<file path="config.mk">
export PLATFORM = sky130hd
export DESIGN_NAME = fir_pilote
export DESIGN_NICKNAME = d
export VERILOG_FILES = /design/src/rtl/fir_pilote.sv
export SDC_FILE = /design/constraint.sdc
export NUM_CORES = 1
export LEC_CHECK = 0
export BUFFER_PORTS_ARGS = -buffer_cell sky130_fd_sc_hd__buf_2
export CORE_UTILIZATION = 50
export DETAILED_ROUTE_END_ITERATION = 10
export PLACE_DENSITY_LB_ADDON = 0.05
export SLEW_MARGIN = 20
export SYNTH_ARGS = -nofsm -noshare
export SYNTH_HDL_FRONTEND = slang
export SYNTH_SLANG_ARGS = --single-unit
</file>
<file path="constraint.sdc">
create_clock -name clk -period 5.1 [get_ports clk]
set_clock_uncertainty 0.2 [all_clocks]
set_input_delay 0.255 -clock clk [delete_from_list [all_inputs] [get_ports clk]]
set_output_delay 0.255 -clock clk [all_outputs]
set_load 0.02 [all_outputs]
</file>
<file path="src/rtl/fir_pilote.sv">
// Host-side controller for a FIR core: loads coefficients, buffers samples in a small
// FIFO, and sends them one at a time to the FIR. It captures the result, or flags a timeout.
module fir_pilote #(
    parameter int ordreFir   = 10,
    parameter int N          = 16,
    parameter int PROFONDEUR = 4,
    parameter int TIMEOUT    = 255
) (
    input  logic         clk,
    input  logic         reset,
    input  logic [N-1:0] coef_in,
    input  logic         coef_valid,
    output logic         coef_ready,
    input  logic         coef_debut,
    input  logic [N-1:0] ech_in,
    input  logic         ech_valid,
    output logic         ech_ready,
    output logic [N-1:0] g0,
    output logic [7:0]   waddrRAMCoef,
    output logic         ecritRAM_coef,
    output logic [N-1:0] entree_fir,
    output logic         nouvel_echantillon,
    input  logic [N-1:0] sortie_fir,
    input  logic         traitement_fini,
    output logic [N-1:0] res_out,
    output logic         res_valid,
    output logic         coefs_charges,
    output logic         erreur_timeout
);

    localparam int PW = (PROFONDEUR > 1) ? $clog2(PROFONDEUR) : 1;
    localparam int CW = $clog2(PROFONDEUR + 1);
    localparam int TW = (TIMEOUT > 1) ? $clog2(TIMEOUT + 1) : 1;
    localparam logic [7:0] LAST_ADDR = 8'(ordreFir - 1);

    typedef enum logic [1:0] {REPOS = 2'd0, ENVOI = 2'd1, ATTENTE = 2'd2} etat_t;

    etat_t         state_q, state_d;
    logic [7:0]    addr_q, addr_d;
    logic          charges_q, charges_d;
    logic [N-1:0]  g0_q, g0_d;
    logic [7:0]    waddr_q, waddr_d;
    logic          ecrit_q, ecrit_d;
    logic          coef_ready_q, coef_ready_d;
    logic [N-1:0]  mem_q [PROFONDEUR];
    logic [N-1:0]  mem_d [PROFONDEUR];
    logic [PW-1:0] wptr_q, wptr_d;
    logic [PW-1:0] rptr_q, rptr_d;
    logic [CW-1:0] count_q, count_d;
    logic          ech_ready_q, ech_ready_d;
    logic [N-1:0]  entree_q, entree_d;
    logic          nouvel_q, nouvel_d;
    logic [N-1:0]  res_q, res_d;
    logic          res_valid_q, res_valid_d;
    logic          err_q, err_d;
    logic [TW-1:0] cnt_q, cnt_d;

    logic          coef_acc_s;
    logic          push_s;
    logic          pop_s;
    logic [7:0]    waddr_sel_s;

    assign coef_acc_s  = coef_valid && coef_ready_q;
    assign push_s      = ech_valid && ech_ready_q;
    assign pop_s       = (state_q == ENVOI);
    assign waddr_sel_s = coef_debut ? 8'd0 : addr_q;

    // Next-state logic: coefficient path, sample FIFO and transaction FSM.
    always_comb begin
        state_d     = state_q;
        addr_d      = addr_q;
        charges_d   = charges_q;
        g0_d        = g0_q;
        waddr_d     = waddr_q;
        ecrit_d     = 1'b0;
        mem_d       = mem_q;
        wptr_d      = wptr_q;
        rptr_d      = rptr_q;
        entree_d    = entree_q;
        nouvel_d    = 1'b0;
        res_d       = res_q;
        res_valid_d = 1'b0;
        err_d       = err_q;
        cnt_d       = cnt_q;

        if (coef_acc_s) begin
            g0_d    = coef_in;
            waddr_d = waddr_sel_s;
            ecrit_d = 1'b1;
            if (waddr_sel_s == LAST_ADDR) begin
                addr_d    = 8'd0;
                charges_d = 1'b1;
            end else begin
                addr_d    = waddr_sel_s + 8'd1;
                charges_d = coef_debut ? 1'b0 : charges_q;
            end
        end else if (coef_debut) begin
            addr_d    = 8'd0;
            charges_d = 1'b0;
        end else begin
            addr_d = addr_q;
        end

        if (push_s) begin
            mem_d[wptr_q] = ech_in;
            wptr_d = (wptr_q == PW'(PROFONDEUR - 1)) ? {PW{1'b0}} : wptr_q + PW'(1);
        end else begin
            wptr_d = wptr_q;
        end
        if (pop_s) begin
            rptr_d = (rptr_q == PW'(PROFONDEUR - 1)) ? {PW{1'b0}} : rptr_q + PW'(1);
        end else begin
            rptr_d = rptr_q;
        end
        count_d = count_q + CW'(push_s) - CW'(pop_s);

        case (state_q)
            REPOS: begin
                if ((count_q != {CW{1'b0}}) && charges_q && !coef_acc_s) begin
                    state_d = ENVOI;
                end else begin
                    state_d = REPOS;
                end
            end
            ENVOI: begin
                entree_d = mem_q[rptr_q];
                nouvel_d = 1'b1;
                cnt_d    = {TW{1'b0}};
                state_d  = ATTENTE;
            end
            ATTENTE: begin
                // cnt_q == 0 marks the strobe cycle, where a done pulse cannot yet be ours.
                if (traitement_fini && (cnt_q != {TW{1'b0}})) begin
                    res_d       = sortie_fir;
                    res_valid_d = 1'b1;
                    state_d     = REPOS;
                end else if (cnt_q == TW'(TIMEOUT - 1)) begin
                    err_d   = 1'b1;
                    state_d = REPOS;
                end else begin
                    cnt_d = cnt_q + TW'(1);
                end
            end
            default: begin
                state_d = REPOS;
            end
        endcase

        if (coef_debut) begin
            err_d = 1'b0;
        end else begin
            err_d = err_d;
        end

        ech_ready_d  = (count_d != CW'(PROFONDEUR));
        coef_ready_d = (state_d == REPOS);
    end

    // State and output registers.
    always_ff @(posedge clk or negedge reset) begin
        if (!reset) begin
            state_q      <= REPOS;
            addr_q       <= 8'd0;
            charges_q    <= 1'b0;
            g0_q         <= {N{1'b0}};
            waddr_q      <= 8'd0;
            ecrit_q      <= 1'b0;
            coef_ready_q <= 1'b1;
            wptr_q       <= {PW{1'b0}};
            rptr_q       <= {PW{1'b0}};
            count_q      <= {CW{1'b0}};
            ech_ready_q  <= 1'b1;
            entree_q     <= {N{1'b0}};
            nouvel_q     <= 1'b0;
            res_q        <= {N{1'b0}};
            res_valid_q  <= 1'b0;
            err_q        <= 1'b0;
            cnt_q        <= {TW{1'b0}};
            for (int i = 0; i < PROFONDEUR; i++) begin
                mem_q[i] <= {N{1'b0}};
            end
        end else begin
            state_q      <= state_d;
            addr_q       <= addr_d;
            charges_q    <= charges_d;
            g0_q         <= g0_d;
            waddr_q      <= waddr_d;
            ecrit_q      <= ecrit_d;
            coef_ready_q <= coef_ready_d;
            wptr_q       <= wptr_d;
            rptr_q       <= rptr_d;
            count_q      <= count_d;
            ech_ready_q  <= ech_ready_d;
            entree_q     <= entree_d;
            nouvel_q     <= nouvel_d;
            res_q        <= res_d;
            res_valid_q  <= res_valid_d;
            err_q        <= err_d;
            cnt_q        <= cnt_d;
            for (int i = 0; i < PROFONDEUR; i++) begin
                mem_q[i] <= mem_d[i];
            end
        end
    end

    assign coef_ready         = coef_ready_q;
    assign ech_ready          = ech_ready_q;
    assign g0                 = g0_q;
    assign waddrRAMCoef       = waddr_q;
    assign ecritRAM_coef      = ecrit_q;
    assign entree_fir         = entree_q;
    assign nouvel_echantillon = nouvel_q;
    assign res_out            = res_q;
    assign res_valid          = res_valid_q;
    assign coefs_charges      = charges_q;
    assign erreur_timeout     = err_q;

endmodule
</file>
Word level (Yosys, flattened, before mapping)
Cells that the tools add are included.

Bits of input ports: 54. Word-level logic and storage cells: 88. Bits in registers: 152.

Equal/unequal tests: 10. Reductions and logical operators: 17. Magnitude comparators: 3. Bitwise operators: 2. Mux-type cells: 29. Add/sub/neg operators: 6.

Operators by type and width (count): $bwmux W64 (1); $mux W16 (3); $mux W8 (5); $bmux W16 S2 (1); $demux W16 S2 (1); $add A8 B1 Y8 const B (2); $pmux W8 S2 (1); $mux W1 (12); $eq A8 B4 Y1 const B (1); $eq A8 B8 Y1 const B (1); $mux W2 (4); $reduce_bool A8 Y1 (1); $eq A2 B2 Y1 const B (3); $ge A3 B3 Y1 const B (2); $logic_and A1 B1 Y1 (6); $ne A2 B2 Y1 const B (3); $not A2 Y3 (2); $pmux W2 S3 (1); $reduce_and A3 Y1 (2); $reduce_bool A2 Y1 (3); $add A2 B1 Y2 const B (2); $logic_not A2 Y1 (2); $add A3 B1 Y3 (1); $lt A3 B1 Y1 const B (1); 6 further kinds (6).

Longest topological paths before layout
Depth in word-level cells: 6. Mapped depth: 9. Gate-level depth less buffers: 9.

Worst setup path after synthesis
No wires, ideal clock.

Path kind: register to register. From: register ech_ready_q, in the netlist ech_ready. To: register ech_ready_q, in the netlist ech_ready. Data arrival time: 2.105 ns. Data required time: 4.817 ns. Path buffers: 1. Setup time: 0.083 ns. Path slack: 2.712 ns. Cell stages (with the launch flop): 10. Path through: dfstp_2 > clkbuf_1 > nand2_1 > ha_1 > inv_1 > ha_1 > fa_1 > xnor2_1 > xnor2_1 > nand2_1.

Word-level cells in the longest chain between the ends: 4.

Ends and longest elaborated chain: start: declaration (line 50) `logic ech_ready_q, ech_ready_d;`; start signal: assignment (line 193) `ech_ready_q <= ech_ready_d;`; $logic_and A1 B1 Y1 (line 64) `assign push_s = ech_valid && ech_ready_q;`; $add A3 B1 Y3 (line 115) `count_d = count_q + CW'(push_s) - CW'(pop_s);`; $sub A3 B1 Y3 (line 115); net count_d[2] (line 49) `logic [CW-1:0] count_q, count_d;`; $ne A3 B3 Y1 (line 155) `ech_ready_d = (count_d != CW'(PROFONDEUR));`; net ech_ready_d (line 50).

The timed path passes the listed nets, and every way through them passes these cells. A chain may end at the register's enable or synchronous reset.

Worst setup path after layout
From: register cnt_q[0]. To: register cnt_q[1].

Word-level cells in the longest chain between the ends: 4.

Ends and longest elaborated chain: start: declaration (line 56) `logic [TW-1:0] cnt_q, cnt_d;`; start signal: assignment (line 178) `cnt_q <= {TW{1'b0}};`; start signal: assignment (line 199) `cnt_q <= cnt_d;`; $add A8 B1 Y8 or $reduce_bool A8 Y1 (tied branches) (line 141, 133); $mux W8 or $logic_and A1 B1 Y1 (tied branches) (line 137, 133); $mux W8 or $ne A2 B2 Y1 (tied branches); $pmux W8 S2 or $reduce_and A3 Y1 (tied branches).

Several ways; a longest one is shown, not always the timed one. The select of a mux whose other input is x is not followed.

==> summary.md <==
| Metric | Value |
|---|---|
| Initial antenna violation count | 0 |
| Clock Pin Slew Worst Setup and Hold Paths | 60 ps |
| Total power divided by cell area | 450.9 nW/um^2 |
| Sum of overflow across all layers after global routing | 0 |
| CP required | 5230 ps |
| Worst endpoint data arrival time | 2730 ps |
| Post-synthesis cell area | 6588 sq um |
| Count of standard-cell rows | 41 |
| Fraction of final layout cells sized beyond drive strength 1 | 40.06% |
| Aggregate global-route resource usage | 21.47% |
| Highest achievable clock rate | 385.3 MHz |
| Insertion delay to the later sink of the worst-skew pair | 420 ps |
| Drt first-iter violations | 184 |
| TritonCTS clock tree | yes |
| Number of nets with antenna violations after routing | 0 |
| Top area cells in the synthesized netlist | dfrtp_1 57%, mux2_2 17%, mux4_2 5.5% |
| Primary FF master, synth | dfrtp_1 |
| Cell type with the largest total area after synthesis | dfrtp_1 |
| Standby leakage power | 0.004053 uW |
| Number of buffers created by CTS | 17 |
| Effective utilization at floorplan | 51.78% |
| Number of synthesis warnings | 0 |
| Via count of the first global-routing pass | 4439 |
| Part of the cycle the worst path needs | 50.90% |
| Hpwl dp | 8464 um |
| Sequential share of the synthesized area | 57.78% |
| Post-synthesis average cell area | 13.31 sq um |
| Number of design rule violations left after detail routing | 0 |
| Sum Neg Setup Slack | 0 ps |
| Total of max-cap violations | 0 |
| Post-layout minimum cycle time | 2596 ps |
| Avg Vias per Cell | 5.190 |
| Final-report setup violation count | 0 |
| CP Launch Point | cnt_q[0]$_DFFE_PN0P_ |
| Synthesized net count | 566 |
| Critical path destination | cnt_q[1]$_DFFE_PN0P_ |
| Cell area after placement | 7308 sq um |
| Number of ports placed on the die boundary | 117 |
| Antenna cell count | 0 |
| Cell-by-cell listing of the critical path | inv_1 -> ha_1 -> or4b_4 -> o211a_1 -> or2_1 -> o21ai_0 |
| R2R Path End | cnt_q[1]$_DFFE_PN0P_ |
| Outcome | finished, final reports clean |
| Hold crit path type | primary input to flop |
| Post-synth EDFFs | 0 |
| Final slew viol count | 0 |
| Vertical die dimension | 116.8 um |
| Die W | 116.8 um |
| Crit Path Max Fanout | 25 |
| Critical Path Source Type | flop |
| Net count, final | 733 |
| Slew at the pin closest to its max-slew limit | 1001 ps |
| Synth unique cells | 45 |
| WL per Instance | 16.09 um |
| Total of buffers placed on input and output ports | 116 |
| Die area | 13640 sq um |
| Wire length of the first global-routing pass | 21880 um |
| Filler instances | 1008 |
| First-pass iteration count of the detailed router | 4 |
| Worst r2r src | cnt_q[0]$_DFFE_PN0P_ |
| Maximum number of buffers from clock root to sink | 2 |
| Number of vias in the routed layout | 4391 |
| Worst voltage drop across the vdd grid | 0.1916 mV |
| CP peak stage delay | 580 ps |
| Endpoints failing hold | 0 |
| Number of instances in the synthesized netlist | 495 |
| Reg-to-reg setup timing slack | 2500 ps |
| Cell depth of the worst flop-to-flop path | 6 |
| CTS sink count | 152 |
| Number of synthesized register bits | 152 |
| Sort of element at the end of the critical path | flop |
| CTS resizes | 0 |
| Critical-path cell with the highest stage delay | o211a_1 |
| Layout-stage area growth over the synthesis result | 29.04% |
| RSZ-0062 raised after global routing | false |
| Clock root buffer master | clkbuf_16 |
| GPL Wtd Cong | 0.7930 |
| Class of the most critical setup path | flop to flop |
| Headroom to the max-slew limit | 33.05% |
| Fraction of synthesized cell area taken by the top area cell type | 56.98% |
| Drt total wl | 13610 um |
| Number of H-tree levels | 4 |
| Pin count of the biggest net entering global routing | 111 |
| Fin area | 8501 sq um |
| Post-synth ARST share | 100.0% |
| Core Box Area | 12720 sq um |
==> state kept, by name (all words and copies together), names as in the netlist <==
signal and cells:
state_q 2, ech_ready 1, wptr_q 2, coefs_charges 1, count_q 3, addr_q 8
cnt_q 8, g0 16, entree_fir 16, erreur_timeout 1, mem_q 64, res_out 16
rptr_q 2, waddrRAMCoef 8, res_valid 1, nouvel_echantillon 1, ecritRAM_coef 1, coef_ready 1
==> stage by stage <==
stage | total power (uW) | utilization, % | setup slack, ps | hold WS, ps | std cells
CTS | 3871 | 66.60 | 2492 | 29.84 | 845
detailed placement | 2438 | 57.44 | 2510 | 248.1 | 764
finish | 3833 | 66.82 | 2504 | 53.92 | 846
floorplan | 2221 | - | 2712 | -240.6 | 495
global route | 4029 | 66.82 | 2336 | 63.95 | 846
global placement | 2387 | 57.44 | 2591 | 244.0 | 764
==> cell families after synthesis <==
group                    synth area share, %
AO/OA/AOI/OAI                          4.084
XOR/XNOR                              0.7977
adder cells (fa/ha/maj)                3.343
buffers and inverters                  2.431
flip-flops                             57.78
multiplexers                           22.56
AND/OR/NAND/NOR                        9.003
==> how the worst min path moves through the flow <==
stage	start	endpoint	slack, ps	depth (start not counted)
after floorplan	reset	addr_q[0]$_DFF_PN0_	-240	0
after global placement	coef_in[1]	g0[1]$_DFFE_PN0P_	240	3
after detailed placement	coef_in[9]	g0[9]$_DFFE_PN0P_	250	3
after CTS	traitement_fini	cnt_q[3]$_DFFE_PN0P_	30	4
after global routing	traitement_fini	cnt_q[3]$_DFFE_PN0P_	60	4
final	traitement_fini	cnt_q[3]$_DFFE_PN0P_	50	4
==> placed cells by master (no fill, tap or decap), drive strengths merged, types with 2 or more instances in the layout <==
master and instances:
dfrtp 150, buf 121, mux2 100, nand2 70, dlygate4sd3 50, clkbuf 24, o21ai 20, mux4 16
ha 16, inv 13, nor2 11, nand3 11, nand2b 8, o31ai 6, bufinv 5, nand4 4
xor2 4, a31oi 4, nor2b 3, nand3b 3, nor4 2, a21oi 2, o211ai 2, or3 2
nor3 2, xnor2 2, and2 2, nand4b 2, dfstp 2
==> cells in the mapped netlist, types with 3 or more instances <==
cell,instances
dfrtp_1,150
mux2_2,100
nand2_1,70
clkbuf_1,18
o21ai_0,17
ha_1,16
mux4_2,16
inv_1,13
nand3_1,11
nor2_1,11
nand2b_1,8
o31ai_1,6
a31oi_1,4
nand4_1,4
xor2_1,4
buf_6,3
nand3b_1,3
nor2b_1,3
==> area by class of cell <==
class | instances | area (sq um) | area share, %
clock inverter | 7 | 162.7 | 1.913
multi-input combinational | 307 | 2621 | 30.84
timing repair buffer | 171 | 1145 | 13.47
tap | 172 | 215.2 | 2.532
sequential | 152 | 3806 | 44.77
clock buffer | 24 | 501.7 | 5.902
inverter | 13 | 48.80 | 0.5740
==> power by group <==
part	internal (uW)	switching [uW]	total, uW
Combinational	462	303	764
Clock	930	464	1390
Sequential	1520	152	1680
==> layer usage <==
layer | global-route usage (%) | share of wire, % | up-vias
met2 | 35.07 | 50 | 76
li1 | - | - | 2081
met3 | 5.664 | 3.1 | 27
met1 | 27.72 | 45 | 2207
met5 | 0 | 0 | -
met4 | 8.017 | 2.0 | 0
==> what timing repair did <==
action                                 CTS  global route
hold buffers                            50             0
setup buffers                            0             0
endpoints found under the hold margin  209             0
setup endpoints to repair                0             0
==> worst max-delay path, delay by kind of cell (launching register included) <==
kind	cells	cell delay, ps
and+or+nand+nor	2	870
AOI/OAI and AO/OA	2	770
DFF	1	410
adders and majority gates	1	140
buffers and inverters	1	110
Power figures use the tool's default switching activity.
